$ cat config.mk
export PLATFORM = sky130hd
export DESIGN_NAME = pc_sequencer
export DESIGN_NICKNAME = d
export VERILOG_FILES = /design/src/rtl/pc_sequencer.sv
export SDC_FILE = /design/constraint.sdc
export NUM_CORES = 1
export LEC_CHECK = 0
export CORE_ASPECT_RATIO = 0.75
export CORE_UTILIZATION = 54
export CTS_BUF_LIST = sky130_fd_sc_hd__clkbuf_4 sky130_fd_sc_hd__clkbuf_8
export CTS_CLUSTER_DIAMETER = 100
export DETAILED_ROUTE_END_ITERATION = 8
export PLACE_DENSITY = 0.79
export SLEW_MARGIN = 25
export SYNTH_ARGS = -nofsm -noshare
export SYNTH_HDL_FRONTEND = slang
export SYNTH_SLANG_ARGS = --single-unit
$ cat constraint.sdc
create_clock -name clk -period 2.3 [get_ports clk]
set_input_delay 0.46 -clock clk [delete_from_list [all_inputs] [get_ports clk]]
set_output_delay 0.46 -clock clk [all_outputs]
set_load 0.01 [all_outputs]
$ cat src/rtl/pc_sequencer.sv
// -----------------------------------------------------------------------------
// pc_sequencer
//
// Program-counter sequencer for the instruction-fetch path. The PC advances
// on an automatic prescaler tick or on a manual single-step edge. The mode
// input selects increment, decrement, hold, absolute load, call, return or
// relative branch. A small LIFO holds return addresses, and sticky flags
// report a call into a full stack or a return from an empty one.
//
// Parameters
//   WIDTH       PC / data width in bits
//   TICK_DIV    clock cycles per automatic advance tick (>= 1)
//   STACK_DEPTH number of return-address entries (>= 1)
//   RESET_VEC   PC value loaded on reset
//
// Ports
//   clk          system clock, rising edge
//   pc_clr       asynchronous active-high reset
//   M            mode select (INC, DEC, HOLD, LOAD, CALL, RET, BRANCH, rsvd)
//   DATA_INPUT   absolute load / call target
//   OFFSET       two's-complement relative branch offset
//   manual_step  single-step request (level); its rising edge acts as a tick
//   err_clr      clears the sticky error flags
//   PC           current program counter
//   tick         one-cycle pulse while the prescaler sits at its last count
//   sp           stack occupancy
//   stack_full   sp == STACK_DEPTH
//   stack_empty  sp == 0
//   ovf_err      sticky: call attempted while the stack was full
//   unf_err      sticky: return attempted while the stack was empty
// -----------------------------------------------------------------------------
module pc_sequencer #(
    parameter int WIDTH       = 8,
    parameter int TICK_DIV    = 50000000,
    parameter int STACK_DEPTH = 4,
    parameter int RESET_VEC   = 0
) (
    input  logic                               clk,
    input  logic                               pc_clr,
    input  logic [2:0]                         M,
    input  logic [WIDTH-1:0]                   DATA_INPUT,
    input  logic [WIDTH-1:0]                   OFFSET,
    input  logic                               manual_step,
    input  logic                               err_clr,
    output logic [WIDTH-1:0]                   PC,
    output logic                               tick,
    output logic [$clog2(STACK_DEPTH+1)-1:0]   sp,
    output logic                               stack_full,
    output logic                               stack_empty,
    output logic                               ovf_err,
    output logic                               unf_err
);

    localparam int SP_W  = $clog2(STACK_DEPTH + 1);
    localparam int CNT_W = (TICK_DIV > 1) ? $clog2(TICK_DIV) : 1;
    localparam int IDX_W = (STACK_DEPTH > 1) ? $clog2(STACK_DEPTH) : 1;

    localparam logic [WIDTH-1:0] RST_PC  = WIDTH'(RESET_VEC);
    localparam logic [CNT_W-1:0] CNT_MAX = CNT_W'(TICK_DIV - 1);
    localparam logic [SP_W-1:0]  SP_MAX  = SP_W'(STACK_DEPTH);

    typedef enum logic [2:0] {
        MODE_INC    = 3'b000,
        MODE_DEC    = 3'b001,
        MODE_HOLD   = 3'b010,
        MODE_LOAD   = 3'b011,
        MODE_CALL   = 3'b100,
        MODE_RET    = 3'b101,
        MODE_BRANCH = 3'b110,
        MODE_RSVD   = 3'b111
    } mode_e;

    // -------------------------------------------------------------------------
    // Registered state and its next-state values
    // -------------------------------------------------------------------------
    logic [WIDTH-1:0] pc_q,  pc_next;
    logic [CNT_W-1:0] cnt_q, cnt_next;
    logic [SP_W-1:0]  sp_q,  sp_next;
    logic             step_prev_q;
    logic             ovf_q, ovf_next;
    logic             unf_q, unf_next;

    logic [WIDTH-1:0] stack_mem [STACK_DEPTH];

    mode_e            mode;
    logic             step_pulse;
    logic             adv;
    logic             full;
    logic             empty;
    logic             push_en;
    logic [IDX_W-1:0] push_idx;
    logic [IDX_W-1:0] pop_idx;
    logic [WIDTH-1:0] pc_plus1;

    assign mode = mode_e'(M);

    // Prescaler wrap is decoded from the registered count, so tick is a clean
    // function of state and needs no extra flop. With TICK_DIV = 1 the count
    // never leaves 0 and tick stays high.
    assign tick = (cnt_q == CNT_MAX);

    // Only the rising edge of the step level counts; holding the button does
    // not keep advancing. OR-ing with tick collapses a coincident tick and
    // step into a single advance.
    assign step_pulse = manual_step & ~step_prev_q;
    assign adv        = tick | step_pulse;

    assign full  = (sp_q == SP_MAX);
    assign empty = (sp_q == '0);

    // sp never exceeds STACK_DEPTH, so its low bits address the array
    // directly; a push only happens when sp < STACK_DEPTH and a pop only when
    // sp >= 1, which keeps both indices inside the array.
    assign push_idx = sp_q[IDX_W-1:0];
    assign pop_idx  = push_idx - IDX_W'(1);
    assign pc_plus1 = pc_q + WIDTH'(1);

    // -------------------------------------------------------------------------
    // Next-state decode
    // -------------------------------------------------------------------------
    always_comb begin
        // NOTE: every signal written here gets a default first, so no path
        // leaves one unassigned and no latch is inferred.
        pc_next  = pc_q;
        sp_next  = sp_q;
        cnt_next = (cnt_q == CNT_MAX) ? '0 : cnt_q + CNT_W'(1);
        push_en  = 1'b0;
        ovf_next = ovf_q & ~err_clr;
        unf_next = unf_q & ~err_clr;

        if (mode == MODE_LOAD) begin
            // Load is level-sensitive and ignores the advance qualifier.
            pc_next = DATA_INPUT;
        end else if (adv) begin
            unique case (mode)
                MODE_INC:    pc_next = pc_plus1;
                MODE_DEC:    pc_next = pc_q - WIDTH'(1);
                MODE_BRANCH: pc_next = pc_q + OFFSET;
                MODE_CALL: begin
                    if (!full) begin
                        push_en = 1'b1;
                        sp_next = sp_q + SP_W'(1);
                        pc_next = DATA_INPUT;
                    end else begin
                        // A new error outranks a simultaneous clear.
                        ovf_next = 1'b1;
                    end
                end
                MODE_RET: begin
                    if (!empty) begin
                        sp_next = sp_q - SP_W'(1);
                        pc_next = stack_mem[pop_idx];
                    end else begin
                        unf_next = 1'b1;
                    end
                end
                MODE_HOLD, MODE_LOAD, MODE_RSVD: pc_next = pc_q;
                default:     pc_next = pc_q;
            endcase
        end
    end

    // -------------------------------------------------------------------------
    // State registers
    // -------------------------------------------------------------------------
    always_ff @(posedge clk or posedge pc_clr) begin
        // NOTE: sequential state uses non-blocking assignments so every flop
        // samples the pre-edge values regardless of statement order.
        if (pc_clr) begin
            pc_q        <= RST_PC;
            cnt_q       <= '0;
            sp_q        <= '0;
            step_prev_q <= 1'b0;
            ovf_q       <= 1'b0;
            unf_q       <= 1'b0;
        end else begin
            pc_q        <= pc_next;
            cnt_q       <= cnt_next;
            sp_q        <= sp_next;
            step_prev_q <= manual_step;
            ovf_q       <= ovf_next;
            unf_q       <= unf_next;
        end
    end

    // NOTE: the return-address array has no reset; entries above sp are never
    // read, so clearing them would only add reset fan-out.
    always_ff @(posedge clk) begin
        if (push_en) begin
            stack_mem[push_idx] <= pc_plus1;
        end
    end

    // -------------------------------------------------------------------------
    // Outputs
    // -------------------------------------------------------------------------
    assign PC          = pc_q;
    assign sp          = sp_q;
    assign stack_full  = full;
    assign stack_empty = empty;
    assign ovf_err     = ovf_q;
    assign unf_err     = unf_q;

endmodule

### Word-level counts from Yosys, hierarchy flattened

Memories as Yosys holds them, arrays and structs flattened.
Index checks and enable logic that the tools add are counted.

* add/subtract/negate cells: 7
* equal/unequal tests: 14
* muxes and demuxes: 23
* bitwise logic cells: 7
* reduce and logical (&&, ||, !) cells: 7

Operators by type and width (number)
* case mux 8 bit (5 select lines): 1
* two-way mux 8 bit: 4
* adder 26 x 1 -> 26 bit, second input constant: 1
* equality test 26 bit, second input constant: 1
* two-way mux 26 bit: 1
* equality test 3 bit, second input constant: 5
* two-way mux 1 bit: 14
* adder 8 x 1 -> 8 bit, second input constant: 1
* adder 8 bit: 1
* subtractor 8 x 1 -> 8 bit, second input constant: 1
* equality test 3 x 2 -> 1 bit, second input constant: 2
* zero test 3 bit: 2
* two-way mux 3 bit: 2
* != test 2 bit, second input constant: 3
* != test 3 bit, second input constant: 2
* case mux 3 bit (2 select lines): 1
* AND reduction 5 bit: 1
* AND reduction 4 bit: 1
* nonzero test 2 bit: 2
* adder 3 x 1 -> 3 bit, second input constant: 1
* AND 1 bit: 3
* equality test 3 x 1 -> 1 bit, second input constant: 1
* inverter 1 bit: 3
* OR reduction 3 bit: 1
* other kinds (3): 3

* flip-flop bits (word level): 40
* RAM bits: 32
* input port bits: 23
* output and inout port bits: 16
* word-level logic and storage cells: 65
* memories kept: 1

Memories
* stack_mem: depth 4, width 8, read ports 1, clocked after memory_dff 0, write ports 1, RTL line 83 `logic [WIDTH-1:0] stack_mem [STACK_DEPTH];`

### Depth between registers and ports, before layout

Gate-level depths: netlist of run 1.

* depth in word-level cells: 7
* gate-level depth with buffers: 12
* gate-level depth less buffers: 11

### Worst setup path before layout of run 1

Ideal clock, no wire load.

* path kind: input port to flip-flop
* start: input M[1]
* end: register pc_q[5], in the netlist PC[5]
* library setup time: 0.065 ns
* arrival time: 2.746 ns
* data required time: 2.235 ns
* setup slack: -0.511 ns
* stages on the path: 10
* buffers on the path: 1
* cells stage by stage: clkbuf_1 nand3b_1 or2_2 ha_1 a211o_1 a31o_2 a211oi_1 a311oi_1 o311ai_0 o21a_1

* longest elaborated chain between the ends: 4
* elaborated cells on any way between the ends: 17
* those cells by class: eq/ne (10); mux (3); reduce/logical (4)

Ends and longest elaborated chain
* start: declaration: RTL line 40 `input logic [2:0] M,`
* equality test 3 bit (tied with other cells): RTL line 135 `unique case (mode)`
* case mux 8 bit (5 select lines) / OR reduction 3 bit (equally long branches): RTL line 135
* two-way mux 8 bit / != test 2 bit (equally long branches)
* two-way mux 8 bit / AND reduction 4 bit (equally long branches)
* end signal: assignment: RTL line 177 `pc_q <= pc_next;`
* end: declaration: RTL line 76 `logic [WIDTH-1:0] pc_q, pc_next;`

Parallel ways exist; a longest one is shown, timed or not. The select of a mux whose other input is x is not followed.
A chain may end at the register's enable or synchronous reset.

### Worst setup path after layout of run 1

* start: input M[0]
* end: register pc_q[4], in the netlist PC[4]

The elaborated chain is that of the path after synthesis.

==> impl_results.md, run 1 <==
- Initial Utilization: 0.572
- Worst-Margin Slew: 626 ps
- Starting DRT DRC Count: 303
- Root Buffer: clkbuf_8
- Layout cells sized above 1: 0.264
- Final period utilization: 0.995
- H-Tree Depth: 3
- Final core occ: 0.753
- Met2 GRT Util: 0.406
- DP Area: 0.00490 mm^2
- Main synth FF type: dfrtp_1
- Hold_ws: 510 ps
- Clock skew: 12.7 ps
- CTS tree: yes
- DR WL/cell: 17.8 um
- Maximum vdd drop: 0.854 mV
- Max Cap Viol: 0
- CP Data Required Time: 2540 ps
- Area growth from synthesis to layout: 31.7%
- Global-route usage over all layers: 0.274
- Worst Setup Start Kind: input pin
- M3 GR Usage: 0.0541
- Crit path DAT: 2530 ps
- Cell area after synthesis: 0.00398 mm^2
- ANT cells: 0
- Post-route DRC: 0
- DR pass1 iterations: 7
- Clock Latency Late Sink: 360 ps
- Mux share of post-synthesis cell area: 0.0613
- Grt ovf: 0
- Clock-pin slew on the worst setup and hold paths: 90 ps
- Slew headroom: 0.580
- Design Area, Final: 0.00524 mm^2
- I/O pin total: 39
- Async set-or-reset flop fraction in the synthesized netlist: 0.556
- Via/cell ratio: 5.79
- Die width: 101 um
- Critical path type: input pin to flop
- CTS Sinks: 72
- Avg Synthesized Cell Area: 10.8 um^2
- P per Cell Area: 990 mW/mm^2
- Slew Viols, Final: 0
- Synth cell types: 60
- GP Congestion: 0.895
- Fmax: 0.437 GHz
- Endpoints failing setup: 0
- Worst setup EP type: flop
- CTS Buffer Depth: 2
- RSZ-0062 raised after global routing: true
- Commonest non-fill, non-tap cell in the layout: buf_4
- Vias in the first global route: 3155
- Post-Synth XOR/XNOR Area: 0.0814
- Minimum clock period: 2290 ps
- #FFs+latches synth: 72
- CTS buffer count: 9
- CP max FO: 3
- Synth Area in Compound Gates: 0.111
- Ys Warns: 0
- Met1 track demand over resource: 0.401
- Leakage power: 0.00214 uW
- First-pass GRT wire length: 15800 um
- Post-synth EDFFs: 32
- Most frequent cells in the layout: buf_4, dfrtp_1, nor2_1
- Vias: 3244
- Adder-cell share of the synthesized area: 0.0509
- Largest net degree at the start of global routing: 41
- Final #Nets: 495
- Min-delay worst type: flop to flop
- Post-synth net total: 405
- WL final: 9950 um
- IO buf count: 38
- Status: complete, no violations
- Gate Count Post-Synth: 367
- Std-Cell Rows: 26
- Final hold viol count: 0
- Antenna Nets Post-Route: 0
- Hpwl dp: 6970 um
- Core area: 0.00696 mm^2
- Die ar.: 0.00772 mm^2
- Simple-gate portion of the synthesized area: 0.163
- GR peak layer: met2
- Initial antenna violation count: 0
- Seq/Total Area, Yosys: 0.493
- Die H: 76.4 um
- Largest family of logic cells by synthesized area: simple AND/OR/NAND/NOR gates
[power breakdown]
part | leakage [uW] | total (uW) | internal [uW] | switching [uW]
sequential | 0.000802 | 1760 | 1570 | 191
clock | 0.0000899 | 964 | 413 | 550
combinational | 0.00125 | 2470 | 1240 | 1230
total | 0.00214 | 5190 | 3220 | 1970
[cells by family after synthesis]
| kind of cell | Yosys count |
|---|---|
| compound gates | 64 |
| xor+xnor | 37 |
| fa+ha+maj | 15 |
| buf+inv | 35 |
| flops | 72 |
| mux | 13 |
| simple gates | 131 |
[synthesized netlist by cell type, types with 3 or more instances]
cell       n  area share
and2_1     4      0.0063
xnor2_1   21       0.046
nand4_1    5      0.0079
or2_2      8       0.013
nand2_1   23       0.022
a21oi_1   14       0.018
xor2_1    16       0.035
nand3_1   16       0.020
buf_2      3      0.0038
o21ai_0   15       0.019
edfxtp_1  32        0.24
inv_1     24       0.023
nor4_1     3      0.0047
mux2i_1    3      0.0075
clkbuf_1   3      0.0028
and3_1     4      0.0063
nor2b_1    7       0.011
mux4_2     9       0.051
nor2_1    42       0.040
ha_1      13       0.041
nand2b_1   6      0.0094
dfrtp_1   40        0.25
nor3_1     5      0.0063
[final timing paths]
kind,from,endpoint,slack (ps),depth (start not counted)
setup / recovery,M[0],PC[4],10,13
hold / removal,cnt_q[18],cnt_q[18],510,1
setup reg to reg,cnt_q[7],stack_mem[2][0],80,8
hold reg to reg,cnt_q[18],cnt_q[18],510,1
max in group asynchronous,pc_clr,cnt_q[15],1420,3
min in group asynchronous,pc_clr,PC[0],520,3
[state kept, by name (all words and copies together) (netlist names)]
signal	count
PC	8
cnt_q	26
ovf_err	1
sp	3
stack_mem	32
step_prev_q	1
unf_err	1
[metrics by stage]
stage / worst slack [ps] / instances / setup TNS (ps) / power [uW]
CTS: -33.8 / 556 / -55.0 / 5090
global placement: -646 / 536 / -8300 / 3940
global route: -62.5 / 560 / -146 / 5450
finish: 12.6 / 560 / 0 / 5190
detailed placement: -806 / 536 / -9260 / 4040
floorplan: -195 / 367 / -587 / 3150
[worst max-delay path: stages]
cell and delay, ps:
buf_6 100, nand3b_1 200, buf_4 160, or2_4 230
ha_4 160, inv_2 50, fa_2 200, nand2b_4 140
a21oi_4 50, xor2_1 150, mux4_2 460, nand2_2 70
a31oi_2 90
[layer usage]
layer / up-vias / share of wire / wire, um
met1: 1557 / 0.44 / 4410
met2: 164 / 0.45 / 4440
met5: - / 0 / 0
met3: 27 / 0.085 / 848
met4: 0 / 0.025 / 248
li1: 1496 / - / -
[final cells by class]
cell class | instances | area (um^2)
clock inverters | 7 | 63.8
clock buffers | 9 | 124
inverters | 24 | 90.1
fillers | 462 | 1720
repair buffers | 90 | 823
well taps | 98 | 123
multi-input cells | 260 | 2060
flip-flops and latches | 72 | 1960
[repair_timing]
action / in CTS / in global routing
pin swaps: 11 / 21
hold buffers: 0 / 0
resized for setup: 27 / 20
endpoints found under the hold margin: 0 / 0
endpoints found under the setup margin: 11 / 44
buffers inserted: 4 / 5
Note: power is estimated with default switching activity, not from simulation.
==> run 2: changes to the inputs <==
--- a/config.mk
+++ b/config.mk
@@ -5,12 +5,13 @@
 export SDC_FILE = /design/constraint.sdc
 export NUM_CORES = 1
 export LEC_CHECK = 0
+export ABC_CLOCK_PERIOD_IN_PS = 2300
 export CORE_ASPECT_RATIO = 0.75
-export CORE_UTILIZATION = 54
+export CORE_UTILIZATION = 51
 export CTS_BUF_LIST = sky130_fd_sc_hd__clkbuf_4 sky130_fd_sc_hd__clkbuf_8
 export CTS_CLUSTER_DIAMETER = 100
 export DETAILED_ROUTE_END_ITERATION = 8
-export PLACE_DENSITY = 0.79
+export PLACE_DENSITY = 0.75
 export SLEW_MARGIN = 25
 export SYNTH_ARGS = -nofsm -noshare
 export SYNTH_HDL_FRONTEND = slang
==> run 2 against run 1 <==
Net effect: the run now ends with negative setup slack left; global-route usage decreased by 2.7 points; critical path type unchanged; critical endpoint unchanged; cell count increased by 0.18%; clock skew decreased by 1.6 ps; first-iteration DRC count decreased by 14%; sequential share of layout area increased by 0.28 points; total power increased by 0.51%; core utilization decreased by 5.3 points; hold slack got worse by 12 ps; die area increased by 5.7%; flip-flop and latch count unchanged; sequential power about the same; final area decreased by 0.74%.
==> impl_results.md, run 2 (synthesized netlist as in run 1, its figures left out) <==
- Status: complete, but fails checks
- Violated checks: negative setup slack
- Worst-Margin Slew: 547 ps
- Hpwl dp: 6950 um
- CP max stage delay: 450 ps
- WL final: 9660 um
- Largest net degree at the start of global routing: 41
- Fmax: 0.431 GHz
- Endpoints failing setup: 3
- Final period utilization: 1.01
- CP delay by family, top: simple AND/OR/NAND/NOR gates
- Min-delay worst type: flop to flop
- Slowest stage cell, crit path: mux4_2
- CTS Buffer Depth: 2
- Final hold viol count: 0
- CTS buffer count: 9
- Commonest non-fill, non-tap cell in the layout: buf_4
- Worst Setup Start Kind: input pin
- Setup WS post-layout: -19.4 ps
- Slew headroom: 0.635
- Vias: 3205
- Final #Nets: 493
- Most frequent cells in the layout: buf_4, dfrtp_1, nor2_1
- Final core occ: 0.700
- Largest Register: stack_mem
- Die ar.: 0.00816 mm^2
- First-pass GRT wire length: 15400 um
- DR pass1 iterations: 5
- Worst setup EP type: flop
- Initial antenna violation count: 0
- Critical path type: input pin to flop
- Core area: 0.00743 mm^2
- Global-route usage over all layers: 0.247
- Root Buffer: clkbuf_8
- Grt ovf: 0
- # fillers: 552
- CTS Hold Bufs: 0
- H-Tree Depth: 3
- Clock-pin slew on the worst setup and hold paths: 80 ps
- Clock skew: 11.1 ps
- Initial Utilization: 0.536
- Hold_ws: 499 ps
- Post-route DRC: 0
- Max Cap Viol: 0
- Layout cells sized above 1: 0.254
- Leakage power: 0.00212 uW
- IO buf count: 38
- Std-Cell Rows: 27
- Starting DRT DRC Count: 261
- Via/cell ratio: 5.71
- CP max FO: 7
- P per Cell Area: 1000 mW/mm^2
- Clock Latency Late Sink: 350 ps
- Maximum vdd drop: 0.691 mV
- RSZ-0062 raised after global routing: true
- Worst slack at placement: -797 ps
- CP Data Required Time: 2530 ps
- I/O pin total: 39
- Vias in the first global route: 3044
- Largest register FFs: 32
- Area growth from synthesis to layout: 30.7%
- Crit path DAT: 2550 ps
- CTS Sinks: 72
- Minimum clock period: 2320 ps
- Slew Viols, Final: 0
- DR WL/cell: 17.2 um
- Die width: 104 um
- Crit-path cells: buf_6 > nand3b_1 > or2_4 > ha_4 > inv_2 > fa_2 > nand2b_4 > a21oi_4 > xor2_2 > mux4_2 > nand2_1 > a31oi_1
- CTS tree: yes
- Bufs and invs on worst path: 2
- GP Congestion: 0.995
- Die H: 78.5 um
- Antenna Nets Post-Route: 0
- ANT cells: 0
==> run 2: changes by cell type in the layout (fill, tap and decap cells not counted), sizes merged <==
cell	change
clkinvlp	+1
o31a	+1
clkinv	-1
buf	-3
==> run 2: where the power goes <==
group / total [uW] / switching, uW / internal [uW]
logic: 2550 / 1260 / 1290
registers: 1730 / 159 / 1570
clock network: 941 / 530 / 411
==> run 2: worst paths after layout <==
| path | startpoint | end | slack, ps | depth (start not counted) |
|---|---|---|---|---|
| worst max-delay path | M[0] | PC[4] | -20 | 12 |
| worst min-delay path | cnt_q[4] | cnt_q[4] | 500 | 1 |
| worst max register to register | cnt_q[10] | stack_mem[0][2] | 90 | 8 |
| worst min register to register | cnt_q[4] | cnt_q[4] | 500 | 1 |
| max in group asynchronous | pc_clr | cnt_q[1] | 1400 | 3 |
| min in group asynchronous | pc_clr | PC[3] | 540 | 3 |
==> run 2: layout make-up <==
cell class | instances | area, um^2 | area share
multi-input combinational | 261 | 2070 | 0.398
clock inverter | 7 | 65.1 | 0.0125
timing repair buffer | 87 | 764 | 0.147
clock buffer | 9 | 124 | 0.0238
inverter | 24 | 90.1 | 0.0173
tap | 101 | 126 | 0.0243
sequential | 72 | 1960 | 0.377
==> run 2: stage by stage <==
step / TNS (ps) / power (uW) / area, um^2 / cells
finish: -41.7 / 5220 / 5200 / 561
CTS: -32.6 / 5110 / 5150 / 561
floorplan: -587 / 3150 / 4110 / 367
global route: -352 / 5510 / 5200 / 561
detailed placement: -7480 / 4070 / 4920 / 541
global placement: -7750 / 3990 / 4920 / 541
==> run 2: per-layer routing <==
layer / global-route usage / wire length (um) / share of wire
met1: 0.358 / 4510 / 0.47
met2: 0.368 / 4290 / 0.44
met3: 0.0548 / 690 / 0.071
met4: 0.0829 / 175 / 0.018
met5: 0 / 0 / 0
==> run 2: repair_timing <==
item                       in CTS  in global routing
hold endpoints to repair        0                  0
gates cloned                    0                  1
gates resized for setup        23                 19
buffers inserted                4                  2
pin swaps                      14                 20
setup endpoints to repair      11                 35
==> run 3: changes to the inputs <==
--- a/config.mk
+++ b/config.mk
@@ -8,10 +8,10 @@
 export ABC_CLOCK_PERIOD_IN_PS = 2300
 export CORE_ASPECT_RATIO = 0.75
 export CORE_UTILIZATION = 51
-export CTS_BUF_LIST = sky130_fd_sc_hd__clkbuf_4 sky130_fd_sc_hd__clkbuf_8
+export CTS_BUF_LIST = sky130_fd_sc_hd__clkbuf_16
 export CTS_CLUSTER_DIAMETER = 100
 export DETAILED_ROUTE_END_ITERATION = 8
-export PLACE_DENSITY = 0.75
+export PLACE_DENSITY = 0.8
 export SLEW_MARGIN = 25
 export SYNTH_ARGS = -nofsm -noshare
 export SYNTH_HDL_FRONTEND = slang
==> run 3 against run 2 <==
Net effect: the flow still finishes with violations (negative setup slack); total power grew 7.9%; critical path depth shrank 1; sequential share of layout area shrank 0.63 points; clock power grew 45%; register-to-register slack lost 30 ps; combinational power shrank 2%; global-route usage grew 1.6 points; core utilization grew 1.2 points; final area grew 1.7%; clock skew shrank 4.4 ps; non-clock buffer count shrank 3; worst setup slack lost 69 ps.
==> impl_results.md, run 3 (synthesized netlist as in run 1, its figures left out) <==
- Setup WS post-layout: -88.1 ps
- # fillers: 506
- Final period utilization: 1.04
- Critical path capture point: PC[2]
- Endpoints failing setup: 3
- Std-Cell Rows: 27
- Worst R2R Start: sp[0]
- Crit path DAT: 2620 ps
- Status: complete, but fails checks
- Maximum vdd drop: 0.705 mV
- Final #Nets: 489
- Worst reg2reg endpoint: PC[2]
- Final core occ: 0.712
- Non-filler cells, final: 557
- Hold Crit Depth: 1
- Slew headroom: 0.630
- CTS buffer count: 9
- CTS tree: yes
- DR pass1 iterations: 5
- P per Cell Area: 1060 mW/mm^2
- Pwr Total: 5630 uW
- Initial antenna violation count: 0
- Commonest non-fill, non-tap cell in the layout: buf_4
- DR WL/cell: 17.8 um
- WL final: 9920 um
- GP Congestion: 0.891
- Hpwl dp: 6940 um
- Register area: 0.00196 mm^2
- Area growth from synthesis to layout: 33.0%
- Die H: 78.5 um
- Starting DRT DRC Count: 289
- Largest net degree at the start of global routing: 41
- H-Tree Depth: 3
- Min-delay worst type: flop to flop
- ANT cells: 0
- R2R Setup Slk: 60 ps
- Post-route DRC: 0
- Layout cells sized above 1: 0.252
- Clock skew: 6.69 ps
- Via/cell ratio: 5.79
- CP Launch Point: M[0]
- Slew Viols, Final: 0
- Minimum clock period: 2390 ps
- Leakage power: 0.00214 uW
- I/O pin total: 39
- CTS Sinks: 72
- Largest register FFs: 32
- Register-to-Register Path Depth: 7
- Grt ovf: 0
- Max Cap Viol: 0
- Multi-input logic area: 0.00207 mm^2
- Final hold viol count: 0
- Global-route usage over all layers: 0.263
- Dpl cells: 537
- Worst setup EP type: flop
- IO buf count: 38
- Worst Setup Start Kind: input pin
- Vias: 3225
- Setup_tns: -131 ps
- Clock-pin slew on the worst setup and hold paths: 60 ps
- Fmax: 0.419 GHz
- Antenna Nets Post-Route: 0
- CTS Hold Bufs: 0
- First-pass GRT wire length: 15900 um
- Root Buffer: clkbuf_16
- CP max FO: 6
- Largest Register: stack_mem
- Worst-Margin Slew: 551 ps
- Critical path type: input pin to flop
- Die width: 104 um
- Most frequent cells in the layout: buf_4, nor2_1, dfrtp_1
- Core area: 0.00743 mm^2
- RSZ-0062 raised after global routing: true
- CP Data Required Time: 2530 ps
- Clock Latency Late Sink: 340 ps
- Violated checks: negative setup slack
- Initial Utilization: 0.536
- CTS Buffer Depth: 2
- Vias in the first global route: 3142
- Die ar.: 0.00816 mm^2
-- run 3: repair_timing --
item | 4_1_cts | 5_1_grt
pin swaps | 12 | 21
gates resized for setup | 20 | 20
buffers inserted | 3 | 1
setup endpoints to repair | 11 | 31
cloned | 0 | 0
-- run 3: metal layers --
metal,share of wire,global-route usage,up-vias
met5,0,0,-
met3,0.089,0.0689,22
met1,0.43,0.351,1559
met2,0.46,0.413,159
met4,0.019,0.101,0
li1,-,-,1485
-- run 3: area by class of cell --
cell class / instances / share of cell area
clock buffer: 9 / 0.0426
clock inverter: 7 / 0.0118
inverter: 24 / 0.0170
multi-input combinational: 260 / 0.391
sequential: 72 / 0.371
tap: 101 / 0.0239
timing repair buffer: 84 / 0.143
-- run 3: worst min path at each step --
stage / start / endpoint
global placement: cnt_q[0] / cnt_q[0]
global route: cnt_q[0] / cnt_q[0]
floorplan: cnt_q[0] / cnt_q[0]
CTS: cnt_q[0] / cnt_q[0]
detailed placement: cnt_q[0] / cnt_q[0]
finish: cnt_q[0] / cnt_q[0]
-- run 3: through the flow --
stage / hold WS (ps) / worst slack, ps / area [um^2]
2_1_floorplan: 455 / -195 / 4110
3_3_place_gp: 468 / -675 / 4890
3_5_place_dp: 475 / -766 / 4890
4_1_cts: 484 / -51.2 / 5230
5_1_grt: 509 / -158 / 5290
6_report: 480 / -88.1 / 5290
-- run 3: worst max-delay path, stage by stage --
cell and delay (ps):
buf_8 100, nand3b_1 270, or2_4 320, ha_4 160, inv_2 50, fa_2 230, xor2_2 170, o21ai_0 150
a222oi_1 380, o211ai_1 180, o21a_1 140
-- run 3: report_power, final --
group | switching (uW) | internal, uW | leakage [uW] | total [uW]
logic | 1250 | 1260 | 0.00120 | 2510
registers | 187 | 1570 | 0.000802 | 1760
clock network | 608 | 752 | 0.000133 | 1360
total | 2040 | 3590 | 0.00213 | 5630
==> patch (settings of run 2) <==
`STACK_DEPTH`: 4 -> 8.
--- a/src/rtl/pc_sequencer.sv
+++ b/src/rtl/pc_sequencer.sv
@@ -33,5 +33,5 @@
     parameter int WIDTH       = 8,
     parameter int TICK_DIV    = 50000000,
-    parameter int STACK_DEPTH = 4,
+    parameter int STACK_DEPTH = 8,
     parameter int RESET_VEC   = 0
 ) (
Ports: changed (resized sp); port bits go from 39 to 40. The function was not compared with the original's and may differ.
==> patch against run 2 <==
- sequential cell count rose by 33
- wire length is 47% higher
- worst hold slack lost 0.0016 ns
- synthesized area is 37% higher
- first-iteration DRC count up 34%
- the run still ends with setup timing left
- non-clock buffer count up 55
- clock skew rose by 0.0076 ns
- register-to-register slack got worse by 0.08 ns
- setup slack improved by 0.013 ns
- total power grew 46%
- synthesized cell count is 26% higher
- maximum frequency up 0.57%
- core utilization up 2.1 points
- final area is 43% higher
==> patch: results (changes against run 2) <==
| Metric | Value |
|---|---|
| Status | `finished with violations` |
| Failing checks | `setup timing` |
| RD Place Congestion | `0.902 (-9.3%)` |
| PostCTS Resize Cnt | `65 (+180%)` |
| Synth top area cells | `edfxtp_1 (35%), dfrtp_1 (19%), mux4_2 (6.6%), xor2_1 (3.7%), nor2_1 (3.2%)` |
| Primary FF master, synth | `edfxtp_1` |
| CTS H-tree lvls | `3 (unchanged)` |
| Worst slack, placed | `-0.942 ns (-0.145 ns)` |
| Vias per Instance | `5.90 (+3.2%)` |
| CP max FO | `5 (-2)` |
| Final wirelength | `14200 µm (+47%)` |
| P_leak | `2.94 nW (+39%)` |
| Critical-path top delay cell | `or3_4` |
| Largest stage delay, worst path | `0.39 ns (-0.06 ns)` |
| Post-synth EDFFs | `64 (+100%)` |
| Met3 Use GR | `0.0540 (-0.000797)` |
| Initial antenna violation count | `0 (unchanged)` |
| Setup WS post-layout | `-0.00625 ns (+0.0131 ns)` |
| Pin count of the biggest net entering global routing | `24 (-41%)` |
| Post-synth ARST share | `0.390 (-0.165)` |
| 1st-iter DRT viols | `351 (+34%)` |
| Post-Syn Nets | `498 (+23%)` |
| R2R setup slack | `0.01 ns (-0.08 ns)` |
| Least-Margin Pin Slew | `0.764 ns (+0.217 ns)` |
| Critical Path Sink | `PC[7]` |
| Share of post-route cells with drive strength above 1 | `0.343 (+0.0890)` |
| Met2 routed WL | `7050 µm (+64%)` |
| Clk pin slew, worst setup/hold paths | `0.12 ns (+0.04 ns)` |
| Worst R2R Path Depth | `10 (+2)` |
| Hold crit path type | `input port to asynchronous set/reset pin` |
| Crit Reg-Reg Startpoint | `cnt_q[1]` |
| Met1 Usage GRT | `0.367 (+0.00903)` |
| Worst IR Drop VDD | `0.000732 V (+5.9%)` |
| Met1 WL | `5950 µm (+32%)` |
| Post-synthesis sequential area ratio | `0.540 (+0.0471)` |
| Worst r2r dst | `stack_mem[7][4]` |
| First-pass GRT wire length | `22400 µm (+46%)` |
| Post-DP HPWL | `9840 µm (+42%)` |
| Setup Buffers After CTS | `12 (+8)` |
| Number of port buffers | `39 (+2.6%)` |
| CP arrival | `2.63 ns (+0.08 ns)` |
| Latest clock arrival within the worst-skew pair | `0.39 ns (+0.04 ns)` |
| Dpl cell area | `6850 µm² (+39%)` |
| Gr usage total | `0.271 (+0.0235)` |
| Setup-failing EPs final | `1 (-2)` |
| Root buf cell | `clkbuf_8` |
| Clock skew | `0.0187 ns (+0.00760 ns)` |
| Met2 Track Usage GR | `0.432 (+0.0643)` |
| Top cells by count, synth | `edfxtp_1 (64), nor2_1 (47), nand2_1 (42)` |
| Met3 Routed Length | `924 µm (+34%)` |
[patch: kinds of logic (layout without fill, tap and decap cells)]
group / Yosys count / after routing / share of synthesized area
simple gates: 160 / 160 / 0.152
flops: 105 / 105 / 0.540
compound gates: 84 / 84 / 0.104
xor+xnor: 41 / 41 / 0.0658
buf+inv: 36 / 175 / 0.0280
mux: 21 / 21 / 0.0759
fa+ha+maj: 14 / 14 / 0.0348
[patch: worst register-to-register path, delay by kind of cell, from the launching register on]
kind / cells / cell delay (ns)
flops: 1 / 0.38
buf+inv: 3 / 0.47
simple gates: 6 / 0.96
fa+ha+maj: 1 / 0.20
[patch: cell type report]
cell class | count | area (µm²)
Clock buffer | 9 | 124
Clock inverter | 7 | 72.6
Fill cell | 667 | 2880
Inverter | 17 | 63.8
Multi-Input combinational cell | 320 | 2730
Sequential cell | 105 | 2950
Tap cell | 136 | 170
Timing Repair Buffer | 142 | 1350
[patch: report_power, final]
group / internal [mW] / switching, mW
Sequential: 2.33 / 0.221
Clock: 0.425 / 0.708
Combinational: 1.96 / 1.95
[patch: worst min path at each step]
| stage | to | slack (ns) | cells after the start |
|---|---|---|---|
| 3_3_place_gp | cnt_q[6] | 0.47 | 1 |
| 3_5_place_dp | cnt_q[6] | 0.49 | 1 |
| 6_report | PC[2] | 0.50 | 2 |
| 4_1_cts | PC[5] | 0.51 | 2 |
| 2_1_floorplan | cnt_q[0] | 0.43 | 1 |
| 5_1_grt | cnt_q[6] | 0.54 | 1 |
[patch: stage by stage]
stage / utilization / instances
floorplan: - / 461
global placement: 0.663 / 704
detailed placement: 0.663 / 704
CTS: 0.711 / 734
global route: 0.722 / 736
finish: 0.722 / 736
